### src/rtl/dds_pkg.sv
// Shared definitions for the DDS sine generator.
//   - dds_state_e   : sequencer states
//   - MIDSCALE      : offset-binary zero level of the output sample
//   - DEF_FTW0..3   : default tuning words for modes 0-3
//   - FLUSH_CYCLES  : length of the retune window
//   - MODE_COUNT    : number of modes with a non-zero tuning word
//   - quarter_sine(): elaboration-time generator for the quarter-wave table
package dds_pkg;

    typedef enum logic [1:0] {
        ST_IDLE  = 2'd0,
        ST_RUN   = 2'd1,
        ST_FLUSH = 2'd2
    } dds_state_e;

    localparam logic [13:0] MIDSCALE     = 14'd8192;
    localparam logic [23:0] DEF_FTW0     = 24'h010000;
    localparam logic [23:0] DEF_FTW1     = 24'h020000;
    localparam logic [23:0] DEF_FTW2     = 24'h040000;
    localparam logic [23:0] DEF_FTW3     = 24'h080000;
    localparam int          FLUSH_CYCLES = 3;
    localparam int          MODE_COUNT   = 4;

    // pi in Q30 fixed point
    localparam longint SINE_PI_Q30 = 64'sd3373259426;

    // round(amp * sin(pi/2 * (k + 0.5) / 2**addr_w)), evaluated with a
    // Q30 Taylor series so the table needs no external data file.
    function automatic int quarter_sine(input int k, input int addr_w, input int amp);
        longint x;
        longint x2;
        longint term;
        longint acc;
        x    = (SINE_PI_Q30 * longint'(2 * k + 1)) >>> (addr_w + 2);
        x2   = (x * x) >>> 30;
        term = x;
        acc  = x;
        for (int n = 1; n < 10; n++) begin
            term = -((term * x2) >>> 30) / longint'((2 * n) * (2 * n + 1));
            acc  = acc + term;
        end
        return int'((longint'(amp) * acc + (longint'(1) <<< 29)) >>> 30);
    endfunction

endpackage

### src/rtl/dds_quarter_sine_rom.sv
// Synchronous quarter-wave sine ROM, one cycle read latency.
// Ports:
//   Fg_CLK  in   clock
//   addr_i  in   ADDR_W   table index
//   data_o  out  DATA_W-1 magnitude, registered
module dds_quarter_sine_rom
    import dds_pkg::*;
#(
    parameter int ADDR_W = 8,
    parameter int DATA_W = 14
) (
    input  logic              Fg_CLK,
    input  logic [ADDR_W-1:0] addr_i,
    output logic [DATA_W-2:0] data_o
);

    localparam int DEPTH = 1 << ADDR_W;
    localparam int AMP   = (1 << (DATA_W - 1)) - 1;

    logic [DATA_W-2:0] table_w [DEPTH];

    for (genvar k = 0; k < DEPTH; k++) begin : g_table
        assign table_w[k] = (DATA_W-1)'(quarter_sine(k, ADDR_W, AMP));
    end

    always_ff @(posedge Fg_CLK) begin
        data_o <= table_w[addr_i];
    end

endmodule

### src/rtl/dds_wave_gen.sv
// DDS sine generator fed by the sampling controller.
// Ports:
//   Fg_CLK     in   clock
//   Fg_RESETn  in   async active-low reset
//   DDSEnable  in   one-cycle sample strobe
//   DDSReady   in   one-cycle arm pulse
//   DDSMode    in   3        frequency select (4-7 give a frozen phase)
//   WaveOut    out  DATA_W   offset-binary sine sample
//   WaveValid  out  one-cycle strobe, WaveOut updated this cycle
//   WaveArmed  out  high while running
//
// state    | meaning
// ---------+-----------------------------------------------------------
// ST_IDLE  | waiting for DDSReady, strobes ignored
// ST_RUN   | each strobe issues a sample and advances the phase
// ST_FLUSH | retune window: mode/FTW reload, phase cleared, no samples
module dds_wave_gen
    import dds_pkg::*;
#(
    parameter int                 PHASE_W = 24,
    parameter int                 ADDR_W  = 8,
    parameter int                 DATA_W  = 14,
    parameter logic [PHASE_W-1:0] FTW0    = DEF_FTW0,
    parameter logic [PHASE_W-1:0] FTW1    = DEF_FTW1,
    parameter logic [PHASE_W-1:0] FTW2    = DEF_FTW2,
    parameter logic [PHASE_W-1:0] FTW3    = DEF_FTW3
) (
    input  logic              Fg_CLK,
    input  logic              Fg_RESETn,
    input  logic              DDSEnable,
    input  logic              DDSReady,
    input  logic [2:0]        DDSMode,
    output logic [DATA_W-1:0] WaveOut,
    output logic              WaveValid,
    output logic              WaveArmed
);

    localparam logic [DATA_W-1:0] MID = DATA_W'(MIDSCALE);

    dds_state_e         state_q, state_d;
    logic [2:0]         mode_q, mode_d;
    logic [PHASE_W-1:0] ftw_q, ftw_d;
    logic [PHASE_W-1:0] acc_q, acc_d;
    logic [1:0]         flush_cnt_q, flush_cnt_d;
    logic               s1_vld_q, s1_vld_d;
    logic [1:0]         s1_quad_q, s1_quad_d;
    logic [ADDR_W-1:0]  s1_addr_q, s1_addr_d;
    logic               s2_vld_q, s2_vld_d;
    logic [1:0]         s2_quad_q, s2_quad_d;
    logic [DATA_W-1:0]  out_q, out_d;
    logic               out_vld_q, out_vld_d;
    logic               kill;
    logic [DATA_W-2:0]  rom_data;

    function automatic logic [PHASE_W-1:0] ftw_sel(input logic [2:0] mode);
        logic [PHASE_W-1:0] ftw;
        case (mode)
            3'd0:    ftw = FTW0;
            3'd1:    ftw = FTW1;
            3'd2:    ftw = FTW2;
            3'd3:    ftw = FTW3;
            default: ftw = '0;
        endcase
        return ftw;
    endfunction

    dds_quarter_sine_rom #(
        .ADDR_W (ADDR_W),
        .DATA_W (DATA_W)
    ) u_rom (
        .Fg_CLK (Fg_CLK),
        .addr_i (s1_addr_q),
        .data_o (rom_data)
    );

    always_comb begin
        state_d     = state_q;
        mode_d      = mode_q;
        ftw_d       = ftw_q;
        acc_d       = acc_q;
        flush_cnt_d = flush_cnt_q;
        kill        = 1'b0;
        s1_vld_d    = 1'b0;
        s1_quad_d   = s1_quad_q;
        s1_addr_d   = s1_addr_q;
        s2_vld_d    = s1_vld_q;
        s2_quad_d   = s1_quad_q;
        out_vld_d   = s2_vld_q;
        out_d       = out_q;
        if (s2_vld_q) begin
            out_d = s2_quad_q[1] ? (MID - {1'b0, rom_data}) : (MID + {1'b0, rom_data});
        end

        unique case (state_q)
            ST_IDLE: begin
                if (DDSReady) begin
                    state_d = ST_RUN;
                    mode_d  = DDSMode;
                    ftw_d   = ftw_sel(DDSMode);
                    acc_d   = '0;
                end
            end
            ST_RUN: begin
                // A mode change wins over a strobe in the same cycle.
                if (DDSMode != mode_q) begin
                    state_d     = ST_FLUSH;
                    mode_d      = DDSMode;
                    ftw_d       = ftw_sel(DDSMode);
                    acc_d       = '0;
                    flush_cnt_d = 2'(FLUSH_CYCLES - 1);
                    kill        = 1'b1;
                end else if (DDSEnable) begin
                    s1_vld_d  = 1'b1;
                    s1_quad_d = acc_q[PHASE_W-1 -: 2];
                    // Odd quadrants walk the table backwards.
                    s1_addr_d = acc_q[PHASE_W-2] ? ~acc_q[PHASE_W-3 -: ADDR_W]
                                                 :  acc_q[PHASE_W-3 -: ADDR_W];
                    acc_d     = acc_q + ftw_q;
                end
            end
            ST_FLUSH: begin
                mode_d = DDSMode;
                ftw_d  = ftw_sel(DDSMode);
                acc_d  = '0;
                kill   = 1'b1;
                if (DDSMode != mode_q) begin
                    flush_cnt_d = 2'(FLUSH_CYCLES - 1);
                end else if (flush_cnt_q == 2'd0) begin
                    state_d = ST_RUN;
                end else begin
                    flush_cnt_d = flush_cnt_q - 2'd1;
                end
            end
            default: state_d = ST_IDLE;
        endcase

        // In-flight samples are discarded and WaveOut holds across a retune.
        if (kill) begin
            s1_vld_d  = 1'b0;
            s2_vld_d  = 1'b0;
            out_vld_d = 1'b0;
            out_d     = out_q;
        end
    end

    always_ff @(posedge Fg_CLK or negedge Fg_RESETn) begin
        if (!Fg_RESETn) begin
            state_q     <= ST_IDLE;
            mode_q      <= '0;
            ftw_q       <= '0;
            acc_q       <= '0;
            flush_cnt_q <= '0;
            s1_vld_q    <= 1'b0;
            s1_quad_q   <= '0;
            s1_addr_q   <= '0;
            s2_vld_q    <= 1'b0;
            s2_quad_q   <= '0;
            out_q       <= MID;
            out_vld_q   <= 1'b0;
        end else begin
            state_q     <= state_d;
            mode_q      <= mode_d;
            ftw_q       <= ftw_d;
            acc_q       <= acc_d;
            flush_cnt_q <= flush_cnt_d;
            s1_vld_q    <= s1_vld_d;
            s1_quad_q   <= s1_quad_d;
            s1_addr_q   <= s1_addr_d;
            s2_vld_q    <= s2_vld_d;
            s2_quad_q   <= s2_quad_d;
            out_q       <= out_d;
            out_vld_q   <= out_vld_d;
        end
    end

    assign WaveOut   = out_q;
    assign WaveValid = out_vld_q;
    assign WaveArmed = (state_q == ST_RUN);

endmodule

### config.mk
export PLATFORM = sky130hd
export DESIGN_NAME = dds_wave_gen
export DESIGN_NICKNAME = d
export VERILOG_FILES = /design/src/rtl/dds_pkg.sv /design/src/rtl/dds_quarter_sine_rom.sv /design/src/rtl/dds_wave_gen.sv
export SDC_FILE = /design/constraint.sdc
export NUM_CORES = 1
export LEC_CHECK = 0
export ABC_AREA = 1
export CAP_MARGIN = 20
export CORE_ASPECT_RATIO = 1.4
export CORE_MARGIN = 2
export CORE_UTILIZATION = 63
export DETAILED_ROUTE_END_ITERATION = 10
export DONT_BUFFER_PORTS = 1
export PLACE_DENSITY = 0.77
export SLEW_MARGIN = 40
export SYNTH_ARGS = -nofsm -noshare
export SYNTH_HDL_FRONTEND = slang
export SYNTH_SLANG_ARGS = --single-unit
### constraint.sdc
create_clock -name Fg_CLK -period 4.9 [get_ports Fg_CLK]
set_input_delay 0.735 -clock Fg_CLK [delete_from_list [all_inputs] [get_ports Fg_CLK]]
set_output_delay 0.735 -clock Fg_CLK [all_outputs]
set_load 0.1 [all_outputs]
After elaboration in Yosys (flattened, before gate mapping)
Memories as Yosys holds them, arrays and structs flattened. A register that Yosys moved wholly into a read port is not among the register bits. Index checks and enable logic that the tools add are counted.

Flip-flop bits (word level): 84. Bits in latches: 0. RAM bits: 0. ROM bits: 3328. Output and inout port bits: 16. Memories kept: 1.

$add $sub $neg: 4. Multipliers: 0. Div/mod/pow operators: 0. Magnitude comparators: 0. Eq/ne operators: 12. Shift operators: 0. Mux-type cells: 29. Bitwise logic cells: 4. Reduce and logical (&&, ||, !) cells: 11.

Memory list: (no name shown) (depth 256, bits a word 13, read ports 1, clocked after memory_dff 1, write ports 0, line dds_quarter_sine_rom.sv:27) `data_o <= table_w[addr_i];`.

Operators by type and width (number): case mux 24 bit (3 select lines) (2); 2-to-1 mux 24 bit (5); case mux 20 bit (4 select lines) (1); adder 24 bit (1); adder 14 x 13 -> 14 bit, first input constant (1); 2-to-1 mux 14 bit (1); subtractor 14 x 13 -> 14 bit, first input constant (1); 2-to-1 mux 2 bit (6); AND reduction 3 bit (4); inverter 8 -> 9 bit (1); case mux 3 bit (3 select lines) (1); 2-to-1 mux 8 bit (1); inverter 8 bit (1); 2-to-1 mux 1 bit (7); equality test 3 x 2 -> 1 bit, second input constant (2); 2-to-1 mux 3 bit (2); != test 2 bit, second input constant (3); case mux 2 bit (3 select lines) (1); logical NOT 2 bit (2); case mux 2 bit (2 select lines) (1); AND reduction 4 bit (1); equality test 3 x 1 -> 1 bit, second input constant (1); logical NOT 3 bit (1); != test 3 x 2 -> 1 bit, second input constant (1); 11 further kinds (12).

Longest topological paths before layout
Gate-level depths: netlist (run 1).

Depth in word-level cells: 5. Gate-level depth with buffers: 12. Gate-level depth less buffers: 12.

Modules after synthesis
From an unflattened synthesis (run 1), not the netlist that was laid out.

Cell total of the unflattened synthesis: 1032. Area, all modules: 6088.3 um^2.

By module, submodules not included: dds_quarter_sine_rom (instances 1, cells each 704, area an instance 3470.8 um^2, seq. area each 260.2 um^2); dds_wave_gen (instances 1, cells each 328, area an instance 2617.5 um^2, seq. area each 1127.3 um^2).

Least setup slack after synthesis (run 1)
OpenSTA, ideal clock, no wires.

Kind: register -> register. Start point: reg state_q[1]. End point: reg acc_q[22]. Setup time: 0.117 ns. Arrival time: 2.071 ns. Data required time: 4.783 ns. Slack: 2.713 ns. Stages on the path, launching flop included: 10. Buffers on the path: 0. Cell sequence: dfrtp_1 > inv_1 > ha_1 > inv_1 > nor2_1 > nand4_1 > nand2_2 > nor2_1 > nand2_1 > nand2_1.

Word-level cells in the longest chain between the ends: 3. Elaborated cells on any way between the ends: 8. Classes of those cells: eq/ne (4); mux (1); reduce/logical (3).

RTL lines: start: declaration (line dds_wave_gen.sv:40) `dds_state_e state_q, state_d;`; start signal: assignment (line dds_wave_gen.sv:161) `state_q <= state_d;`; equality test 2 x 1 -> 1 bit (*); via WaveArmed (line dds_wave_gen.sv:35) `output logic WaveArmed`; != test 3 x 2 -> 1 bit (no source line) / nonzero test 3 bit (equally long branches); AND reduction 3 bit (no source line); end signal: assignment (line dds_wave_gen.sv:151) `acc_q <= '0;`; end signal: assignment (line dds_wave_gen.sv:164) `acc_q <= acc_d;`; end: declaration (line dds_wave_gen.sv:43) `logic [PHASE_W-1:0] acc_q, acc_d;`.

The timed path passes the listed nets; every way through them passes the cells marked *. A chain may end at the register's enable or synchronous reset.

Worst setup path after layout (run 1)
Start point: reg s1_addr_q[2]. End point: reg u_rom.data_o[2].

Word-level cells in the longest chain between the ends: 1.

RTL lines: start: declaration (line dds_wave_gen.sv:47) `logic [ADDR_W-1:0] s1_addr_q, s1_addr_d;`; start signal: assignment (line dds_wave_gen.sv:168) `s1_addr_q <= s1_addr_d;`; inverter 8 -> 9 bit (implied by the code) (line dds_quarter_sine_rom.sv:27); end: declaration (line dds_quarter_sine_rom.sv:14) `output logic [DATA_W-2:0] data_o`.

Every way passes these cells.

==> impl_metrics.env, run 1 <==
export IMPL_routedWlPerCell_um=19.4
export IMPL_totalWireLength_mm=16.7
export IMPL_report_final_setup_viol=0
export IMPL_firstDrtPassIters=7
export IMPL_path_clk_slew_ps=80
export IMPL_layout_commonest_cell="nand2_1"
export IMPL_slew_violations=0
export IMPL_synthTopCellsByArea="dfrtp_1 23%, nand2_1 22%, nand3_1 9.0%"
export IMPL_synth_xor_area_share_pct=2.33
export IMPL_syn_to_final_growth_pct=4.77
export IMPL_synthAdderAreaFrac_pct=7.15
export IMPL_fmax_ghz=0.405
export IMPL_synth_top_area_cell="dfrtp_1"
export IMPL_yosysUniqueCellTypes=35
export IMPL_ctsRootBufferMaster="clkbuf_8"
export IMPL_synth_seq_area_share_pct=28.7
export IMPL_synth_top_family_by_area="simple AND/OR/NAND/NOR gates"
export IMPL_hpwl_mm=11.7
export IMPL_clock_skew_ps=17.4
export IMPL_htreeDepth=3
export IMPL_critical_path_class="flip-flop to flip-flop"
export IMPL_endpoint_kind="flip-flop"
export IMPL_seq_area_mm2=0.00140
export IMPL_cts_sinks=58
export IMPL_fp_row_count=37
export IMPL_tns_ps=0
export IMPL_io_pins=23
export IMPL_crit_arrival_ps=2790
export IMPL_ys_flop_type="dfrtp_1"
export IMPL_synth_compound_area_share_pct=12.4
export IMPL_grt_max_degree=46
export IMPL_place_gp_congestion=1.13
export IMPL_period_minus_slack_ps=2470
export IMPL_clk_path_buf_depth=2
export IMPL_vias=5394
export IMPL_cp_start_kind="flip-flop"
export IMPL_syn_num_nets=811
export IMPL_grt_antenna_before_repair=1
export IMPL_synthMuxAreaShare_pct=0
export IMPL_period_share_pct=50.4
export IMPL_hold_path_class="input port to asynchronous set/reset pin"
export IMPL_relSlewSlack_pct=40.1
export IMPL_path_max_fanout=15
export IMPL_ctsHoldBuffers=0
export IMPL_yosys_area_share_simple_pct=40.1
export IMPL_start_util_pct=65.2
export IMPL_synth_edf_count=0
export IMPL_rsz0062_at_grt="false"
export IMPL_die_h_um=108
export IMPL_viasPerCell=6.26
export IMPL_ctsResizeCount=0
export IMPL_most_common_layout_cells="288 x nand2_1, 87 x nand3_1, 69 x inv_1"
export IMPL_syn_area_mm2=0.00483
export IMPL_nFillCells=648
export IMPL_netlist_area_leader_share_pct=22.8
export IMPL_drive_above_1_share_pct=6.93
export IMPL_synth_seq_cells=58
export IMPL_cts_buffers=9
export IMPL_ant_nets=0
export IMPL_numPortBuffers=0
export IMPL_cts_setup_buffers=0
export IMPL_outcome="finished, final reports clean"
export IMPL_drc=0
export IMPL_nets=794
export IMPL_fin_util_pct=68.3
export IMPL_cp_required_ps=5220
export IMPL_die_area_mm2=0.00839
export IMPL_synth_cells=777
export IMPL_grt_total_usage_pct=41.8
export IMPL_multi_input_area_mm2=0.00300
export IMPL_finalHoldViolCount=0
export IMPL_grt_overflow=0
export IMPL_cts_tree="yes"
export IMPL_die_x_um=78
export IMPL_grt_pass1_wl_mm=26.5
export IMPL_coreArea_mm2=0.00741
export IMPL_clock_latency_ps=370
export IMPL_antenna_cells=0
export IMPL_synthArstFlopShare_pct=77.6
export IMPL_cap_violations=0
export IMPL_syn_area_per_cell_um2=6.22
export IMPL_worst_slew_pin_slew_ps=899
export IMPL_grt_pass1_vias=5168
export IMPL_ys_warn_count=0
export IMPL_drt_iter0_drc=990
## registers in the layout, summed over array words and instances, names as in the netlist
| name | flops |
|---|---|
| WaveOut | 14 |
| u_rom.data_o | 13 |
| acc_q | 8 |
| s1_addr_q | 7 |
| ftw_q | 4 |
| mode_q | 3 |
| flush_cnt_q | 2 |
| state_q | 2 |
| WaveValid | 1 |
| s1_quad_q | 1 |
| s1_vld_q | 1 |
| s2_quad_q | 1 |
| s2_vld_q | 1 |
## logic make-up after synthesis
| family | count (synthesis) |
|---|---|
| and+or+nand+nor | 466 |
| AOI/OAI and AO/OA | 109 |
| adders and majority gates | 27 |
| DFF | 58 |
| xor gates and xnor gates | 12 |
| buffers and inverters | 105 |
## layer usage
| metal | part of all wire, % | global-route usage, % | wire length (um) | vias to the layer above |
|---|---|---|---|---|
| li1 | - | - | - | 2461 |
| met1 | 35 | 48.1 | 5780 | 2415 |
| met2 | 47 | 68.3 | 7910 | 391 |
| met3 | 10 | 10.2 | 1750 | 125 |
| met4 | 7.5 | 28.2 | 1240 | 2 |
| met5 | 0.078 | 0 | 13 | - |
## Yosys cell counts, drive strengths merged (6+ instances only)
library cell	number
a21oi	21
buf	19
clkbuf	13
dfrtp	44
dfxtp	13
ha	26
inv	73
nand2	291
nand3	87
nand4	8
nor2	71
o211ai	6
o21ai	76
xor2	9
## worst max-delay path, stage by stage (launching register included)
cell and delay (ps):
dfrtp_1 650, inv_1 320, ha_1 420, nand2_1 220
nand2_1 120, nor2_1 170, nand3b_1 170, nand2_1 80
nand2_1 130, nand2_1 60, nand2_1 80
## final cells by class
type                            count  area share [%]
Clock buffer                       12            3.07
Clock inverter                      4            1.46
Inverter                           73            5.42
Multi-Input combinational cell    614            59.3
Sequential cell                    58            27.7
Tap cell                           97            2.40
Timing Repair Buffer                4           0.593
## final timing paths
| path | from | endpoint | slack [ps] | cells after the start |
|---|---|---|---|---|
| worst max-delay path | s1_addr_q[2]$_DFFE_PN0P_ | u_rom.data_o[2]$_DFF_P_ | 2430 | 10 |
| worst min-delay path | Fg_RESETn | s1_addr_q[2]$_DFFE_PN0P_ | 60 | 0 |
| worst max register to register | s1_addr_q[2]$_DFFE_PN0P_ | u_rom.data_o[2]$_DFF_P_ | 2430 | 10 |
| worst min register to register | s1_quad_q[1]$_DFFE_PN0P_ | s2_quad_q[1]$_DFF_PN0_ | 380 | 0 |
| max in group asynchronous | Fg_RESETn | WaveOut[13]$_DFFE_PN1P_ | 4630 | 0 |
| min in group Fg_CLK | s1_quad_q[1]$_DFFE_PN0P_ | s2_quad_q[1]$_DFF_PN0_ | 380 | 0 |
## stage by stage
| stage | hold WS (ps) | std cells | instance area [um2] | setup slack [ps] |
|---|---|---|---|---|
| final | 55.5 | 862 | 5060 | 2430 |
| after global routing | 53.8 | 862 | 5060 | 2240 |
| after CTS | 59.6 | 861 | 5040 | 2540 |
| after detailed placement | 367 | 845 | 4810 | 2560 |
| after global placement | 362 | 844 | 4790 | 2340 |
| after floorplan | 354 | 777 | 4830 | 2710 |
Power of run 1 is left out: the tool's default activity adds up to more than one toggle a clock period on the data nets, which glitch-free logic cannot reach.
==> inputs of run 2 (changes only) <==
Settings changed: CORE_UTILIZATION 63 to 59, PLACE_DENSITY 0.77 to 0.76.
Clock period 4.9 ns to 2.1 ns, I/O delays scaled along.
==> impl_metrics.env, run 2 (synthesized netlist as in run 1, its figures left out) <==
export IMPL_hpwl_mm=12.7
export IMPL_rsz0062_at_grt="false"
export IMPL_routedWlPerCell_um=18.6
export IMPL_grt_total_usage_pct=40.0
export IMPL_critical_path_class="flip-flop to flip-flop"
export IMPL_cp_required_ps=2330
export IMPL_nets=835
export IMPL_place_gp_congestion=1.07
export IMPL_relSlewSlack_pct=64.7
export IMPL_antenna_cells=0
export IMPL_hold_path_class="input port to flip-flop"
export IMPL_slowest_delay_ps=410
export IMPL_period_minus_slack_ps=1980
export IMPL_finalHoldViolCount=0
export IMPL_clock_skew_ps=8.64
export IMPL_ctsRootBufferMaster="clkbuf_16"
export IMPL_start_util_pct=60.0
export IMPL_cp_cell_sequence="buf_12 > ha_1 > nand2_1 > nand2_1 > inv_1 > nand2_1 > nand2_1 > nand4_1 > nand3_1 > nand2_1"
export IMPL_drt_iter0_drc=734
export IMPL_die_h_um=111
export IMPL_dp_cells=890
export IMPL_fp_row_count=39
export IMPL_path_max_fanout=14
export IMPL_io_pins=23
export IMPL_most_common_layout_cells="288 x nand2_1, 87 x nand3_1, 69 x nor2_1"
export IMPL_fmax_ghz=0.505
export IMPL_worst_slew_pin_slew_ps=525
export IMPL_crit_top_cell="nand2_1"
export IMPL_nFillCells=768
export IMPL_slowest_stage="dfrtp_1"
export IMPL_die_area_mm2=0.00894
export IMPL_worst_r2r_setup_slack_ps=120
export IMPL_grt_pass1_vias=5480
export IMPL_totalWireLength_mm=16.9
export IMPL_layout_commonest_cell="nand2_1"
export IMPL_path_clk_slew_ps=50
export IMPL_crit_arrival_ps=2210
export IMPL_critPathTopFamily="simple AND/OR/NAND/NOR gates"
export IMPL_drive_above_1_share_pct=10.0
export IMPL_grt_antenna_before_repair=0
export IMPL_largest_register_ffs=14
export IMPL_ant_nets=0
export IMPL_outcome="finished, final reports clean"
export IMPL_place_area_mm2=0.00512
export IMPL_grt_max_degree=46
export IMPL_endpoint_kind="flip-flop"
export IMPL_report_final_setup_viol=0
export IMPL_cts_sinks=58
export IMPL_coreArea_mm2=0.00805
export IMPL_syn_to_final_growth_pct=12.3
export IMPL_cts_tree="yes"
export IMPL_grt_pass1_wl_mm=27.0
export IMPL_viasPerCell=5.96
export IMPL_cp_start_kind="flip-flop"
export IMPL_cap_violations=0
export IMPL_slew_violations=0
export IMPL_htreeDepth=3
export IMPL_drc=0
export IMPL_numPortBuffers=0
export IMPL_vias=5408
export IMPL_grt_overflow=0
export IMPL_tns_ps=0
export IMPL_clock_latency_ps=340
export IMPL_cts_setup_buffers=0
export IMPL_cts_buffers=9
export IMPL_stdcell_count=908
export IMPL_period_share_pct=94.3
export IMPL_critPathBufInv=2
export IMPL_design_area_mm2=0.00543
export IMPL_clk_path_buf_depth=2
export IMPL_die_x_um=80.5
export IMPL_firstDrtPassIters=6
-- run 2: cell count changes in the layout (fill, tap and decap cells not counted), sizes merged --
cell         change
bufinv           -2
buf             +41
dlygate4sd3      +1
clkinvlp         +2
clkbuf           -3
clkinv           +2
-- run 2: worst register-to-register path, cell delays in order (launching register included) --
cell and delay [ps]:
dfrtp_1 410, buf_12 170, ha_1 250, nand2_1 130, nand2_1 140, inv_1 150
nand2_1 150, nand2_1 110, nand4_1 200, nand3_1 130, nand2_1 50
-- run 2: final cells by class --
type | instances | area, um2 | area share (%)
Clock buffer | 10 | 229 | 4.22
Clock inverter | 6 | 35.0 | 0.646
Inverter | 73 | 274 | 5.05
Multi-Input combinational cell | 614 | 3000 | 55.3
Sequential cell | 58 | 1390 | 25.6
Tap cell | 102 | 128 | 2.35
Timing Repair Buffer | 45 | 373 | 6.87
-- run 2: final timing paths --
path,from,end,cells after the start
min reg2reg,s1_quad_q[1]$_DFFE_PN0P_,s2_quad_q[1]$_DFF_PN0_,0
min in group asynchronous,Fg_RESETn,WaveOut[5]$_DFFE_PN0P_,2
max in group asynchronous,Fg_RESETn,WaveOut[13]$_DFFE_PN1P_,2
max,s1_addr_q[2]$_DFFE_PN0P_,u_rom.data_o[0]$_DFF_P_,10
max reg2reg,s1_addr_q[2]$_DFFE_PN0P_,u_rom.data_o[0]$_DFF_P_,10
min,DDSMode[1],mode_q[1]$_DFFE_PN0P_,2
-- run 2: per-layer routing --
layer / part of all wire (%) / vias to the layer above / wire length [um] / global-route usage [%]
met5: 0 / - / 0 / 0
met4: 8.0 / 0 / 1350 / 30.5
met3: 8.8 / 105 / 1490 / 9.93
met2: 49 / 327 / 8310 / 66.9
met1: 34 / 2429 / 5750 / 41.9
li1: - / 2547 / - / -
-- run 2: metrics by stage --
| stage | utilization, % | setup slack, ps | hold slack (ps) |
|---|---|---|---|
| 2_1_floorplan | - | 228 | 19.4 |
| 3_3_place_gp | 63.6 | 166 | 20.3 |
| 3_5_place_dp | 63.6 | 167 | 20.4 |
| 4_1_cts | 67.4 | 153 | 108 |
| 5_1_grt | 67.4 | 15.8 | 108 |
| 6_report | 67.4 | 121 | 112 |
-- run 2: repair_timing --
action	CTS	global route
endpoints found under the setup margin	0	2
hold endpoints to repair	45	0
hold buffers	2	0
gates resized for setup	0	1
Power of run 2 is left out for the same reason.
==> inputs of run 3 (changes only) <==
--- a/config.mk
+++ b/config.mk
@@ -11,6 +11,6 @@
 export CORE_MARGIN = 2
-export CORE_UTILIZATION = 59
+export CORE_UTILIZATION = 63
 export DETAILED_ROUTE_END_ITERATION = 10
 export DONT_BUFFER_PORTS = 1
-export PLACE_DENSITY = 0.76
+export PLACE_DENSITY = 0.77
 export SLEW_MARGIN = 40
==> constraint.sdc (replaced) <==
create_clock -name Fg_CLK -period 1.9 [get_ports Fg_CLK]
set_input_delay 0.19 -clock Fg_CLK [delete_from_list [all_inputs] [get_ports Fg_CLK]]
set_output_delay 0.19 -clock Fg_CLK [all_outputs]
set_load 0.1 [all_outputs]
==> impl_metrics.env, run 3 (synthesized netlist as in run 1, its figures left out) <==
export IMPL_totalWireLength_mm=16.8
export IMPL_grt_total_usage_pct=42.7
export IMPL_routedWlPerCell_um=18.4
export IMPL_drt_iter0_drc=711
export IMPL_most_common_layout_cells="282 x nand2_1, 87 x nand3_1, 69 x inv_1"
export IMPL_clk_path_buf_depth=2
export IMPL_critical_path_class="flip-flop to flip-flop"
export IMPL_cts_sinks=58
export IMPL_slowest_delay_ps=390
export IMPL_crit_arrival_ps=2200
export IMPL_fp_row_count=37
export IMPL_path_clk_slew_ps=70
export IMPL_maxUsedRoutingLayer="met4"
export IMPL_coreArea_mm2=0.00741
export IMPL_slowest_stage="dfrtp_1"
export IMPL_cts_buffers=9
export IMPL_cap_violations=0
export IMPL_endpoint_kind="flip-flop"
export IMPL_holdCritStartpoint="DDSMode[1]"
export IMPL_place_area_mm2=0.00519
export IMPL_die_h_um=108
export IMPL_grt_max_degree=46
export IMPL_r2r_end="u_rom.data_o[0]$_DFF_P_"
export IMPL_rsz0062_at_grt="true"
export IMPL_cp_required_ps=2210
export IMPL_numPortBuffers=0
export IMPL_antenna_cells=0
export IMPL_finalHoldViolCount=0
export IMPL_clock_latency_ps=360
export IMPL_outcome="finished, final reports clean"
export IMPL_report_final_setup_viol=0
export IMPL_cts_tree="yes"
export IMPL_path_max_fanout=5
export IMPL_layout_commonest_cell="nand2_1"
export IMPL_worst_r2r_setup_slack_ps=10
export IMPL_drive_above_1_share_pct=12.6
export IMPL_cp_cell_sequence="inv_1 > ha_2 > inv_1 > nand2_1 > nand2_1 > o21ai_0 > nor2_1 > o21ai_0 > nand2_1 > nand2_1"
export IMPL_grt_pass1_vias=5525
export IMPL_grt_pass1_wl_mm=27.3
export IMPL_crit_top_cell="nand2_1"
export IMPL_design_area_mm2=0.00549
export IMPL_nets=845
export IMPL_place_gp_congestion=1.20
export IMPL_relSlewSlack_pct=66.3
export IMPL_start_util_pct=65.2
export IMPL_wl_met1_mm=5.92
export IMPL_die_area_mm2=0.00839
export IMPL_worstRegToRegCells=10
export IMPL_cp_start_kind="flip-flop"
export IMPL_io_pins=23
export IMPL_grt_overflow=0
export IMPL_grt_antenna_before_repair=0
export IMPL_slew_violations=0
export IMPL_hold_path_class="input port to flip-flop"
export IMPL_htreeDepth=3
export IMPL_die_x_um=78
export IMPL_min_path_cells=2
export IMPL_r2r_start="s1_addr_q[1]$_DFFE_PN0P_"
export IMPL_clock_skew_ps=9.28
export IMPL_hpwl_mm=12.1
export IMPL_drc=0
export IMPL_period_minus_slack_ps=1890
export IMPL_min_to="ftw_q[18]$_DFFE_PN0P_"
export IMPL_ctsRootBufferMaster="clkbuf_8"
export IMPL_fmax_ghz=0.530
export IMPL_firstDrtPassIters=7
export IMPL_met3_length_mm=1.49
export IMPL_ant_nets=0
export IMPL_largest_register_ffs=14
export IMPL_syn_to_final_growth_pct=13.8
export IMPL_wl_met2_mm=8.13
export IMPL_vias=5605
export IMPL_period_share_pct=99.3
export IMPL_worst_slew_pin_slew_ps=506
export IMPL_viasPerCell=6.14
## run 3: changes by cell type in the layout (fill, tap and decap cells not counted), sizes merged
cell	previous run	this run
clkinv	4	1
dlygate4sd3	1	2
buf	44	53
clkbuf	10	12
bufinv	0	1
## run 3: critical path: cells and delay by family (launching register included)
family / cells / cell delay, ps
AO/OA/AOI/OAI: 2 / 410
adder cells (fa/ha/maj): 1 / 310
buffers and inverters: 2 / 200
flip-flops: 1 / 390
AND/OR/NAND/NOR: 5 / 550
## run 3: cell type report
class,instances,area [um2]
multi-input combinational,614,3040
sequential,58,1390
timing repair buffer,55,463
clock inverter,4,50.0
fill,588,1910
tap,97,121
clock buffer,12,155
inverter,73,274
## run 3: how the worst max path moves through the flow
stage,slack [ps],startpoint,cells after the start,endpoint
final,10,s1_addr_q[1]$_DFFE_PN0P_,10,u_rom.data_o[0]$_DFF_P_
after detailed placement,80,acc_q[16]$_DFFE_PN0P_,10,acc_q[22]$_DFFE_PN0P_
after global placement,110,s1_addr_q[1]$_DFFE_PN0P_,10,u_rom.data_o[0]$_DFF_P_
after floorplan,30,s1_addr_q[2]$_DFFE_PN0P_,8,u_rom.data_o[7]$_DFF_P_
after global routing,-4,s1_addr_q[1]$_DFFE_PN0P_,10,u_rom.data_o[2]$_DFF_P_
after CTS,40,acc_q[16]$_DFFE_PN0P_,10,acc_q[22]$_DFFE_PN0P_
## run 3: through the flow
step	setup TNS, ps	hold slack (ps)	setup slack (ps)	utilization [%]	cells
after floorplan	0	-106	28.1	-	777
final	0	14.7	13.4	74.2	913
after CTS	0	9.27	43.5	73.5	912
after global placement	0	-103	105	70.1	893
after global routing	-3.81	38.9	-3.81	74.2	913
after detailed placement	0	-104	80.5	70.1	893
## run 3: metal layers
layer	track usage (%)	vias to the layer above
met3	6.63	130
met1	49.1	2533
met5	0	-
met2	71.1	387
li1	-	2555
met4	32.0	0
## run 3: what timing repair did
item                       in CTS  in global routing
gates resized for setup         0                 17
setup endpoints to repair       0                 14
hold endpoints to repair       46                  0
hold buffers                    3                  0
setup buffers                   0                  1
Power of run 3 is left out for the same reason.
